## src/rtl/ks_data_path_param.sv

```systemverilog
// ks_data_path_param: parametrised K&S datapath (IR, regfile, PC, ALU, flags, decoder); KS_DP_XOR_EN adds XOR.
package ks_dp_pkg;
  typedef enum logic [4:0] {
    I_NOP, I_LOAD, I_STORE, I_MOVE, I_ADD, I_SUB, I_AND, I_OR,
`ifdef KS_DP_XOR_EN
    I_XOR,
`endif
    I_BRANCH, I_BZERO, I_BNEG, I_BOV, I_BNOV, I_BNNEG, I_BNZERO, I_HALT
  } decoded_instruction_type;
endpackage

module ks_data_path_param
  import ks_dp_pkg::*;
#(
  parameter int DATA_W = 16,
  parameter int ADDR_W = 5,
  parameter int NREGS  = 4
) (
  input  logic                    clk,
  input  logic                    rst,
  input  logic                    branch,
  input  logic                    pc_enable,
  input  logic                    ir_enable,
  input  logic                    addr_sel,
  input  logic                    c_sel,
  input  logic [2:0]              operation,
  input  logic                    write_reg_enable,
  input  logic                    flags_reg_enable,
  output decoded_instruction_type decoded_instruction,
  output logic                    zero_op,
  output logic                    neg_op,
  output logic                    unsigned_overflow,
  output logic                    signed_overflow,
  output logic [ADDR_W-1:0]       ram_addr,
  output logic [DATA_W-1:0]       data_out,
  input  logic [DATA_W-1:0]       data_in
);
  localparam int RW = $clog2(NREGS);
`ifdef KS_DP_XOR_EN
  localparam bit xor_en = 1'b1;
`else
  localparam bit xor_en = 1'b0;
`endif

  if (DATA_W < 16 || NREGS < 2 || (1 << RW) != NREGS ||
      ADDR_W + RW > DATA_W - 8 || 3 * RW > DATA_W - 8) begin : g_bad_params
    $error("ks_data_path_param: illegal DATA_W/ADDR_W/NREGS combination");
  end

  logic [DATA_W-1:0] ir_q, pc_unused_pad;
  logic [ADDR_W-1:0] pc_q, mem_addr;
  logic [DATA_W-1:0] regs_q [NREGS];
  logic              zero_q, neg_q, uov_q, sov_q;
  logic [7:0]        opcode;
  decoded_instruction_type instr;
  logic              is_load, is_store, is_move, is_alu, is_br;
  logic [RW-1:0]     ls_f, f0, f1, f2, ra, rb, rc;
  logic [DATA_W-1:0] op_a, op_b, res;
  logic [DATA_W:0]   sum, dif;
  logic              uov, sov;
  logic              unused_ir;

  assign pc_unused_pad = '0;
  assign unused_ir = &{1'b0, ir_q, pc_unused_pad};
  assign opcode = ir_q[DATA_W-1 -: 8];

  always_comb begin
    instr = I_NOP;
    case (opcode)
      8'h81: instr = I_LOAD;
      8'h82: instr = I_STORE;
      8'h91: instr = I_MOVE;
      8'hA1: instr = I_ADD;
      8'hA2: instr = I_SUB;
      8'hA3: instr = I_AND;
      8'hA4: instr = I_OR;
`ifdef KS_DP_XOR_EN
      8'hA5: instr = I_XOR;
`endif
      8'h01: instr = I_BRANCH;
      8'h02: instr = I_BZERO;
      8'h03: instr = I_BNEG;
      8'h05: instr = I_BOV;
      8'h06: instr = I_BNOV;
      8'h0A: instr = I_BNNEG;
      8'h0B: instr = I_BNZERO;
      8'hFF: instr = I_HALT;
      default: instr = I_NOP;
    endcase
  end

  // ALU and branch groups share an opcode nibble, so a non-NOP decode identifies the group
  assign is_load  = instr == I_LOAD;
  assign is_store = instr == I_STORE;
  assign is_move  = instr == I_MOVE;
  assign is_alu   = opcode[7:4] == 4'hA && instr != I_NOP;
  assign is_br    = opcode[7:4] == 4'h0 && instr != I_NOP;

  assign ls_f = ir_q[ADDR_W+RW-1:ADDR_W];
  assign f0   = ir_q[RW-1:0];
  assign f1   = ir_q[2*RW-1:RW];
  assign f2   = ir_q[3*RW-1:2*RW];

  assign mem_addr = (is_load || is_store || is_br) ? ir_q[ADDR_W-1:0] : '0;
  assign ra = is_store ? ls_f : is_move ? f0 : is_alu ? f1 : '0;
  assign rb = (is_move || is_alu) ? f0 : '0;
  assign rc = is_load ? ls_f : is_move ? f1 : is_alu ? f2 : '0;

  assign op_a = regs_q[ra];
  assign op_b = regs_q[rb];

  assign sum = {1'b0, op_a} + {1'b0, op_b};
  assign dif = {1'b0, op_a} - {1'b0, op_b};

  always_comb begin
    res = operation == 3'd0 ? sum[DATA_W-1:0] :
          operation == 3'd1 ? dif[DATA_W-1:0] :
          operation == 3'd2 ? op_a & op_b :
          operation == 3'd3 ? op_a | op_b :
          (xor_en && operation == 3'd4) ? op_a ^ op_b : op_a;
    uov = operation == 3'd0 ? sum[DATA_W] : operation == 3'd1 ? dif[DATA_W] : 1'b0;
    sov = operation == 3'd0 ? (op_a[DATA_W-1] == op_b[DATA_W-1]) && (res[DATA_W-1] != op_a[DATA_W-1]) :
          operation == 3'd1 ? (op_a[DATA_W-1] != op_b[DATA_W-1]) && (res[DATA_W-1] != op_a[DATA_W-1]) :
          1'b0;
  end

  always_ff @(posedge clk) begin
    if (rst) begin
      ir_q <= '0;
      pc_q <= '0;
      {zero_q, neg_q, uov_q, sov_q} <= '0;
      for (int i = 0; i < NREGS; i++) regs_q[i] <= '0;
    end else begin
      if (ir_enable) ir_q <= data_in;
      if (pc_enable) pc_q <= branch ? mem_addr : pc_q + ADDR_W'(1);
      if (write_reg_enable) regs_q[rc] <= c_sel ? data_in : res;
      if (flags_reg_enable) {zero_q, neg_q, uov_q, sov_q} <= {res == '0, res[DATA_W-1], uov, sov};
    end
  end

  assign decoded_instruction = instr;
  assign ram_addr            = addr_sel ? mem_addr : pc_q;
  assign data_out            = op_a;
  assign zero_op             = zero_q;
  assign neg_op              = neg_q;
  assign unsigned_overflow   = uov_q;
  assign signed_overflow     = sov_q;
endmodule

```

## config.mk

```make
export PLATFORM = sky130hd
export DESIGN_NAME = ks_data_path_param
export DESIGN_NICKNAME = d
export VERILOG_FILES = /design/src/rtl/ks_data_path_param.sv
export SDC_FILE = /design/constraint.sdc
export NUM_CORES = 1
export LEC_CHECK = 0
export CAP_MARGIN = 20
export CORE_AREA = 2 2 110 112
export DETAILED_ROUTE_END_ITERATION = 8
export DIE_AREA = 0 0 112 114
export PLACE_DENSITY = 0.87
export RECOVER_POWER = 50
export SYNTH_ARGS = -nofsm -noshare
export SYNTH_HDL_FRONTEND = slang
export SYNTH_SLANG_ARGS = --single-unit
```

## constraint.sdc

```tcl
create_clock -name clk -period 8.5 [get_ports clk]
set_input_delay 2.125 -clock clk [delete_from_list [all_inputs] [get_ports clk]]
set_output_delay 2.125 -clock clk [all_outputs]
set_load 0.05 [all_outputs]
```

Word-level counts from Yosys, hierarchy flattened
Memories as Yosys holds them, arrays and structs flattened.
Cells that the tools add are included.
W data, S select, Z words.
Storage, ports and cells
  register bits: 25
  memory bits (writable): 64
  output and inout bits: 30
  memories: 1
Memories
  regs_q: depth 4, width 16, rd ports 2, clocked after Yosys merged registers in 0, write ports 4, line 52  | logic [DATA_W-1:0] regs_q [NREGS];
Operators by class
  add/subtract/negate cells: 3
  eq/ne operators: 25
  mux-type cells: 28
  bitwise logic cells: 2
  reductions and logical operators: 12
Operators with widths (count)
  $mux W16: 6
  $eq A8 B8 Y1 const B: 8
  $pmux W4 S15: 1
  $add A16 B16 Y17: 1
  $sub A16 B16 Y17: 1
  $and A16 B16 Y16: 1
  $eq A8 B2 Y1 const B: 2
  $eq A8 B3 Y1 const B: 2
  $eq A8 B4 Y1 const B: 2
  $logic_not A16 Y1: 1
  $mux W2: 8
  $or A16 B16 Y16: 1
  $reduce_or A16 Y1: 1
  $mux W5: 3
  $eq A5 B2 Y1 const B: 2
  $mux W1: 10
  $eq A8 B1 Y1 const B: 1
  $eq A3 B2 Y1 const B: 2
  $add A5 B1 Y5 const B: 1
  $eq A5 B1 Y1 const B: 1
  $reduce_bool A5 Y1: 1
  $eq A4 B4 Y1 const B: 1
  $logic_and A1 B1 Y1: 4
  $logic_not A4 Y1: 1
  other kinds (5): 8

Longest topological paths before layout
Gate-level depths: netlist (run 1).
An unclocked memory read counts as a cell.
  depth in word-level cells: 17
  gate-level depth with buffers: 22
  gate-level depth less buffers: 19

Worst setup path after synthesis (run 1)
No wires, ideal clock.
  kind: input to output
  start point: in addr_sel
  end point: out ram_addr[2]
  arrival: 3.389 ns
  setup slack: 2.986 ns
  stages on the path: 2
  cell sequence: buf_1 -> o21ai_0
On the way
  cells in the longest elaborated chain, start to end: 1
RTL lines
  start, declared: line 24  | input logic addr_sel,
  $mux W5: line 142  | assign ram_addr = addr_sel ? mem_addr : pc_q;
  end, declared: line 34  | output logic [ADDR_W-1:0] ram_addr,
Every way passes these cells.

==> flow_summary.json, run 1 <==
{
  "synth.top_cell.area_share_pct": 25.95,
  "core_area_um2": 11710,
  "nets": 958,
  "area_delta_synth_final_pct": 11.84,
  "r2r_slack_ns": 2.21,
  "worst_r2r_path_depth": 17,
  "status": "finished, final reports clean",
  "critPathKind": "register to register",
  "peakVddDrop_mv": 0.1012,
  "wl_per_cell_um": 20.55,
  "post_cts.repair.setup_buffers": 0,
  "chipWidth_um": 112,
  "avgViaCountPerCell": 6.689,
  "fin_crit_ns": 6.294,
  "power_frac_comb_pct": 27.4,
  "rows": 40,
  "syn_area_per_cell_um2": 8.663,
  "min_from": "zero_op",
  "htreeDepth": 3,
  "dpl-instance-area_um2": 8000,
  "fillers": 882,
  "worstPathMaxFanout": 16,
  "critPathArrivalTime_ns": 6.36,
  "io_buffers": 56,
  "multiInputGateArea_um2": 4538,
  "rsz0062_at_grt": "false",
  "clk_latency_ns": 0.35,
  "grt_pass1_wl_mm": 33.23,
  "root_buffer": "clkbuf_16",
  "finalInstanceArea_um2": 8284,
  "antenna_found_initial": 0,
  "tightestPinTransition_ns": 1.407,
  "die_y_um": 114,
  "setup_viol": 0,
  "yosysMostFrequentCell": "nor2_1",
  "vias": 6896,
  "r2r-start": "ir_q[11]",
  "r2r-end": "regs_q[2][15]",
  "ys_top_cells_by_count": "112 x nor2_1, 106 x mux2i_1, 67 x inv_1",
  "seq_area_um2": 2402,
  "finalCritPeriodShare_pct": 74.04,
  "hold_depth": 2,
  "slew_headroom_pct": 6.200,
  "grt_pass1_vias": 6389,
  "yosysWarnings": 0,
  "synth_fp_nets": 934,
  "fmaxAchievable_mhz": 158.9,
  "cts_hold_buf": 0,
  "netlist_instances": 855,
  "syn_area_um2": 7407,
  "pin_count": 58,
  "p_int_mw": 0.8283,
  "p_sw_mw": 0.4047,
  "swShare_pct": 32.82,
  "clkPwrFrac_pct": 31.5,
  "clock_sinks": 88,
  "finalHoldViolCount": 0,
  "synthTopCellsByArea": "edfxtp_1 26%, mux2i_1 14%, ha_1 8.3%",
  "skew_ns": 0.01042,
  "slew_viol_final": 0,
  "synth_top_cell_by_area": "edfxtp_1",
  "die_area_um2": 12770,
  "ys_ff_latch": 88,
  "hold_ws_ns": 0.4698,
  "route.detailed.drc": 0,
  "drive_gt1_share_pct": 4.864,
  "wirelength_mm": 21.19,
  "diodes": 0,
  "clk_pin_slew_ns": 0.07,
  "p_seq_share_pct": 41.0,
  "synth-edff-count": 64,
  "finalSetupTns_ns": 0,
  "min_to": "zero_op",
  "ys.flop_type": "edfxtp_1",
  "gp_congestion": 0.9754,
  "dr.pass1.iters": 6,
  "hp-class": "register to register",
  "cts-resized-gates": 0,
  "synth_async_sr_flop_share_pct": 0,
  "p_per_area_nw_per_um2": 148.8,
  "antenna_left": 0,
  "cap_violations": 0,
  "overflow": 0,
  "yosysSeqAreaShare_pct": 32.43,
  "grt.total_usage_pct": 33.00,
  "cts_made_buffers": 9,
  "cts_buffer_depth": 2,
  "start_kind": "register",
  "worstPathRequired_ns": 8.56,
  "start_util_pct": 63.25,
  "cts_tree": "built",
  "worst_setup_path_end_kind": "register",
  "first_iter_violations": 1002,
  "cellLeakagePower_nw": 3.781,
  "grt_max_degree": 48,
  "synth.distinct_cells": 72,
  "hpwl_mm": 14.74
}
[cell families after synthesis]
kind of cell | count (synthesis) | share of synthesized area [%]
AOI/OAI and AO/OA | 197 | 17.50
xor gates and xnor gates | 9 | 1.064
adders and majority gates | 51 | 8.818
buffers and inverters | 119 | 6.368
DFF | 88 | 32.43
muxes | 118 | 16.20
other | 1 | 0.05063
and+or+nand+nor | 272 | 17.57
[worst max path at each step]
stage / slack, ns / cells after the start / start / end
after floorplan: 2.99 / 2 / addr_sel / ram_addr[2]
after global placement: 2.60 / 3 / addr_sel / ram_addr[0]
after detailed placement: 2.56 / 17 / ir_q[10] / regs_q[0][14]
after CTS: 2.33 / 7 / ir_q[10] / data_out[2]
after global routing: 2.00 / 19 / ir_q[11] / regs_q[2][5]
final: 2.21 / 17 / ir_q[11] / regs_q[2][15]
[placed cells by master (no fill, tap or decap), drive strengths merged, types with 14 or more instances in the layout]
master         Yosys  final
a21oi             50     50
ha                49     49
nand2             53     53
dfxtp             24     24
inv               68     71
nor3              19     19
o21ai             50     50
a211oi            14     14
mux2i            106    106
clkdlybuf4s50      0     44
edfxtp            64     64
nor2             112    112
[layout make-up]
type	count	share of cell area, %
clock buffers	11	3.066
clock inverters	5	0.4531
inverters	68	3.081
multi-input cells	648	54.78
flip-flops and latches	88	29.00
well taps	147	2.220
repair buffers	64	7.401
[power by group through the flow]
stage | sequential, mW | clock [mW] | combinational (mW)
6_report | 0.506 | 0.389 | 0.338
5_1_grt | 0.508 | 0.407 | 0.363
4_1_cts | 0.505 | 0.388 | 0.330
3_5_place_dp | 0.513 | 0 | 0.326
3_3_place_gp | 0.511 | 0 | 0.320
2_1_floorplan | 0.507 | 0 | 0.237
[worst max-delay path, stage by stage, from the launching register on]
cell and delay, ns:
dfxtp_1 0.40, or4b_4 0.61, nor2_1 0.17, nand2_1 0.13
o21ai_0 0.28, nand2_1 0.68, mux2i_1 0.29, mux2i_1 0.62
ha_1 0.38, nor2_1 0.17, o221ai_1 0.26, a211o_1 0.34
a41o_1 0.28, o22a_1 0.18, or3_1 0.31, a21boi_0 0.41
o31ai_1 0.26, nor2b_1 0.24
[layer usage]
metal / track usage (%) / share of wire, % / up-vias
met1: 44.61 / 40 / 3261
met2: 52.57 / 45 / 434
met3: 6.376 / 10 / 81
met4: 13.66 / 4.3 / 0
met5: 0 / 0 / -
li1: - / - / 3120
[stage by stage]
step,power (mW),std cells,utilization (%),setup slack [ns]
4_1_cts,1.223,1031,70.80,2.325
2_1_floorplan,0.7439,855,-,2.986
3_3_place_gp,0.8313,1015,68.31,2.601
3_5_place_dp,0.8397,1015,68.31,2.560
5_1_grt,1.278,1031,70.74,1.999
6_report,1.233,1031,70.74,2.206
[state kept, by name, indices dropped and copies added, names as in the netlist]
| register | flops |
|---|---|
| signed_overflow | 1 |
| ir_q | 15 |
| pc_q | 5 |
| unsigned_overflow | 1 |
| regs_q | 64 |
| neg_op | 1 |
| zero_op | 1 |
Note: power is estimated with default switching activity, not from simulation.
==> inputs of run 2 (changes only) <==
--- a/config.mk
+++ b/config.mk
@@ -6,10 +6,10 @@
 export NUM_CORES = 1
 export LEC_CHECK = 0
 export CAP_MARGIN = 20
-export CORE_AREA = 2 2 110 112
+export CORE_AREA = 2 2 121 123
 export DETAILED_ROUTE_END_ITERATION = 8
-export DIE_AREA = 0 0 112 114
-export PLACE_DENSITY = 0.87
+export DIE_AREA = 0 0 123 125
+export PLACE_DENSITY = 0.76
 export RECOVER_POWER = 50
 export SYNTH_ARGS = -nofsm -noshare
 export SYNTH_HDL_FRONTEND = slang
==> constraint.sdc (replaced) <==
create_clock -name clk -period 5.5 [get_ports clk]
set_input_delay 1.375 -clock clk [delete_from_list [all_inputs] [get_ports clk]]
set_output_delay 1.375 -clock clk [all_outputs]
set_load 0.05 [all_outputs]
==> flow_summary.json, run 2 (same netlist as run 1, synthesis figures left out) <==
{
  "status": "finished, final reports clean",
  "finalHoldViolCount": 0,
  "fmaxAchievable_mhz": 192.1,
  "route.detailed.drc": 0,
  "report.power.total_mw": 1.943,
  "cts_tree": "built",
  "avgViaCountPerCell": 6.170,
  "worstPathMaxFanout": 27,
  "cellLeakagePower_nw": 3.859,
  "first_iter_violations": 873,
  "finalCritPeriodShare_pct": 94.67,
  "start_util_pct": 52.15,
  "wl_met1_mm": 9.514,
  "instances_no_fill": 1091,
  "multiInputGateArea_um2": 4564,
  "diodes": 0,
  "antenna_left": 0,
  "worst_setup_path_end_kind": "output pin",
  "fin_crit_ns": 5.207,
  "wirelength_mm": 21.54,
  "largest_reg_flops": 64,
  "chipWidth_um": 123,
  "grt_pass1_vias": 6288,
  "utilization_pct": 60.03,
  "htreeDepth": 3,
  "hp-class": "register to register",
  "peakVddDrop_mv": 0.1322,
  "root_buffer": "clkbuf_16",
  "rows": 44,
  "die_y_um": 125,
  "io_buffers": 56,
  "slew_headroom_pct": 25.75,
  "overflow": 0,
  "core_area_um2": 14200,
  "post_cts.repair.setup_buffers": 0,
  "hold_ws_ns": 0.4757,
  "finalSetupTns_ns": 0,
  "clk_latency_ns": 0.34,
  "grt_pass1_wl_mm": 33.65,
  "finalInstanceArea_um2": 8527,
  "fin_ws_ns": 0.2931,
  "wl_per_cell_um": 19.74,
  "top_layer": "met4",
  "wl_met3_mm": 1.540,
  "dr.pass1.iters": 6,
  "area_delta_synth_final_pct": 15.12,
  "largest-register": "regs_q",
  "r2r_slack_ns": 0.34,
  "final_cell_mix": "112 x nor2_1, 104 x mux2i_1, 67 x inv_1",
  "dp_cells": 1075,
  "dpl-instance-area_um2": 8219,
  "pre_cts_slack_ns": 0.2090,
  "final_common_cell": "nor2_1",
  "slew_viol_final": 0,
  "nets": 981,
  "cts_made_buffers": 9,
  "largestRegisters": "regs_q x64, ir_q x15, pc_q x5",
  "hpwl_mm": 15.68,
  "grt_max_degree": 48,
  "start_kind": "register",
  "cts_buffer_depth": 2,
  "met2_length_mm": 9.751,
  "grt.total_usage_pct": 28.10,
  "drive_gt1_share_pct": 7.607,
  "gp_congestion": 0.9640,
  "critPathArrivalTime_ns": 3.83,
  "tightestPinTransition_ns": 1.114,
  "clock_sinks": 88,
  "vias": 6732,
  "fillers": 1235,
  "setup_viol": 0,
  "p_per_area_nw_per_um2": 227.9,
  "seq_area_um2": 2402,
  "skew_ns": 0.008123,
  "pin_count": 58,
  "worstPathRequired_ns": 4.12,
  "critPathKind": "register to output pin",
  "antenna_found_initial": 0,
  "cap_violations": 0,
  "clk_pin_slew_ns": 0.07,
  "die_area_um2": 15380
}
-- run 2: critical path, stage by stage (launching register included) --
cell	delay, ns
dfxtp_1	0.42
or3_1	0.43
and4_1	0.29
a22oi_2	0.37
buf_6	0.33
mux2i_1	0.69
clkdlybuf4s50_1	0.95
-- run 2: repair_timing --
action | 4_1_cts | 5_1_grt
resized for setup | 0 | 14
hold buffers | 0 | 0
endpoints found under the hold margin | 0 | 0
setup endpoints to repair | 0 | 28
-- run 2: metal layers --
layer / global-route usage (%) / up-vias
li1: - / 3169
met1: 40.61 / 3209
met2: 43.71 / 311
met3: 2.418 / 43
met4: 10.70 / 0
met5: 0 / -
-- run 2: final timing paths --
kind | from | cells past startpoint | to
setup / recovery | ir_q[10] | 6 | data_out[15]
setup reg to reg | ir_q[15] | 18 | regs_q[1][15]
hold / removal | unsigned_overflow | 2 | unsigned_overflow
hold reg to reg | unsigned_overflow | 2 | unsigned_overflow
-- run 2: report_power, final --
part | switching, mW | internal [mW] | leakage [nW]
logic | 0.334 | 0.205 | 2.86
registers | 0.0306 | 0.750 | 0.860
clock network | 0.269 | 0.355 | 0.136
total | 0.633 | 1.31 | 3.86
-- run 2: area by class of cell --
cell class	count	share of cell area (%)
multi-input combinational	648	53.53
tap	184	2.700
inverter	68	2.993
sequential	88	28.17
timing repair buffer	87	9.127
clock inverter	6	0.7924
clock buffer	10	2.685
==> inputs of run 3 (changes only) <==
--- a/config.mk
+++ b/config.mk
@@ -11,6 +11,7 @@
 export DIE_AREA = 0 0 123 125
 export PLACE_DENSITY = 0.76
 export RECOVER_POWER = 50
+export SKIP_CTS_REPAIR_TIMING = 1
 export SYNTH_ARGS = -nofsm -noshare
 export SYNTH_HDL_FRONTEND = slang
 export SYNTH_SLANG_ARGS = --single-unit
==> results of run 3 <==
The final DEF is identical to that of run 2; final timing and power are the same.
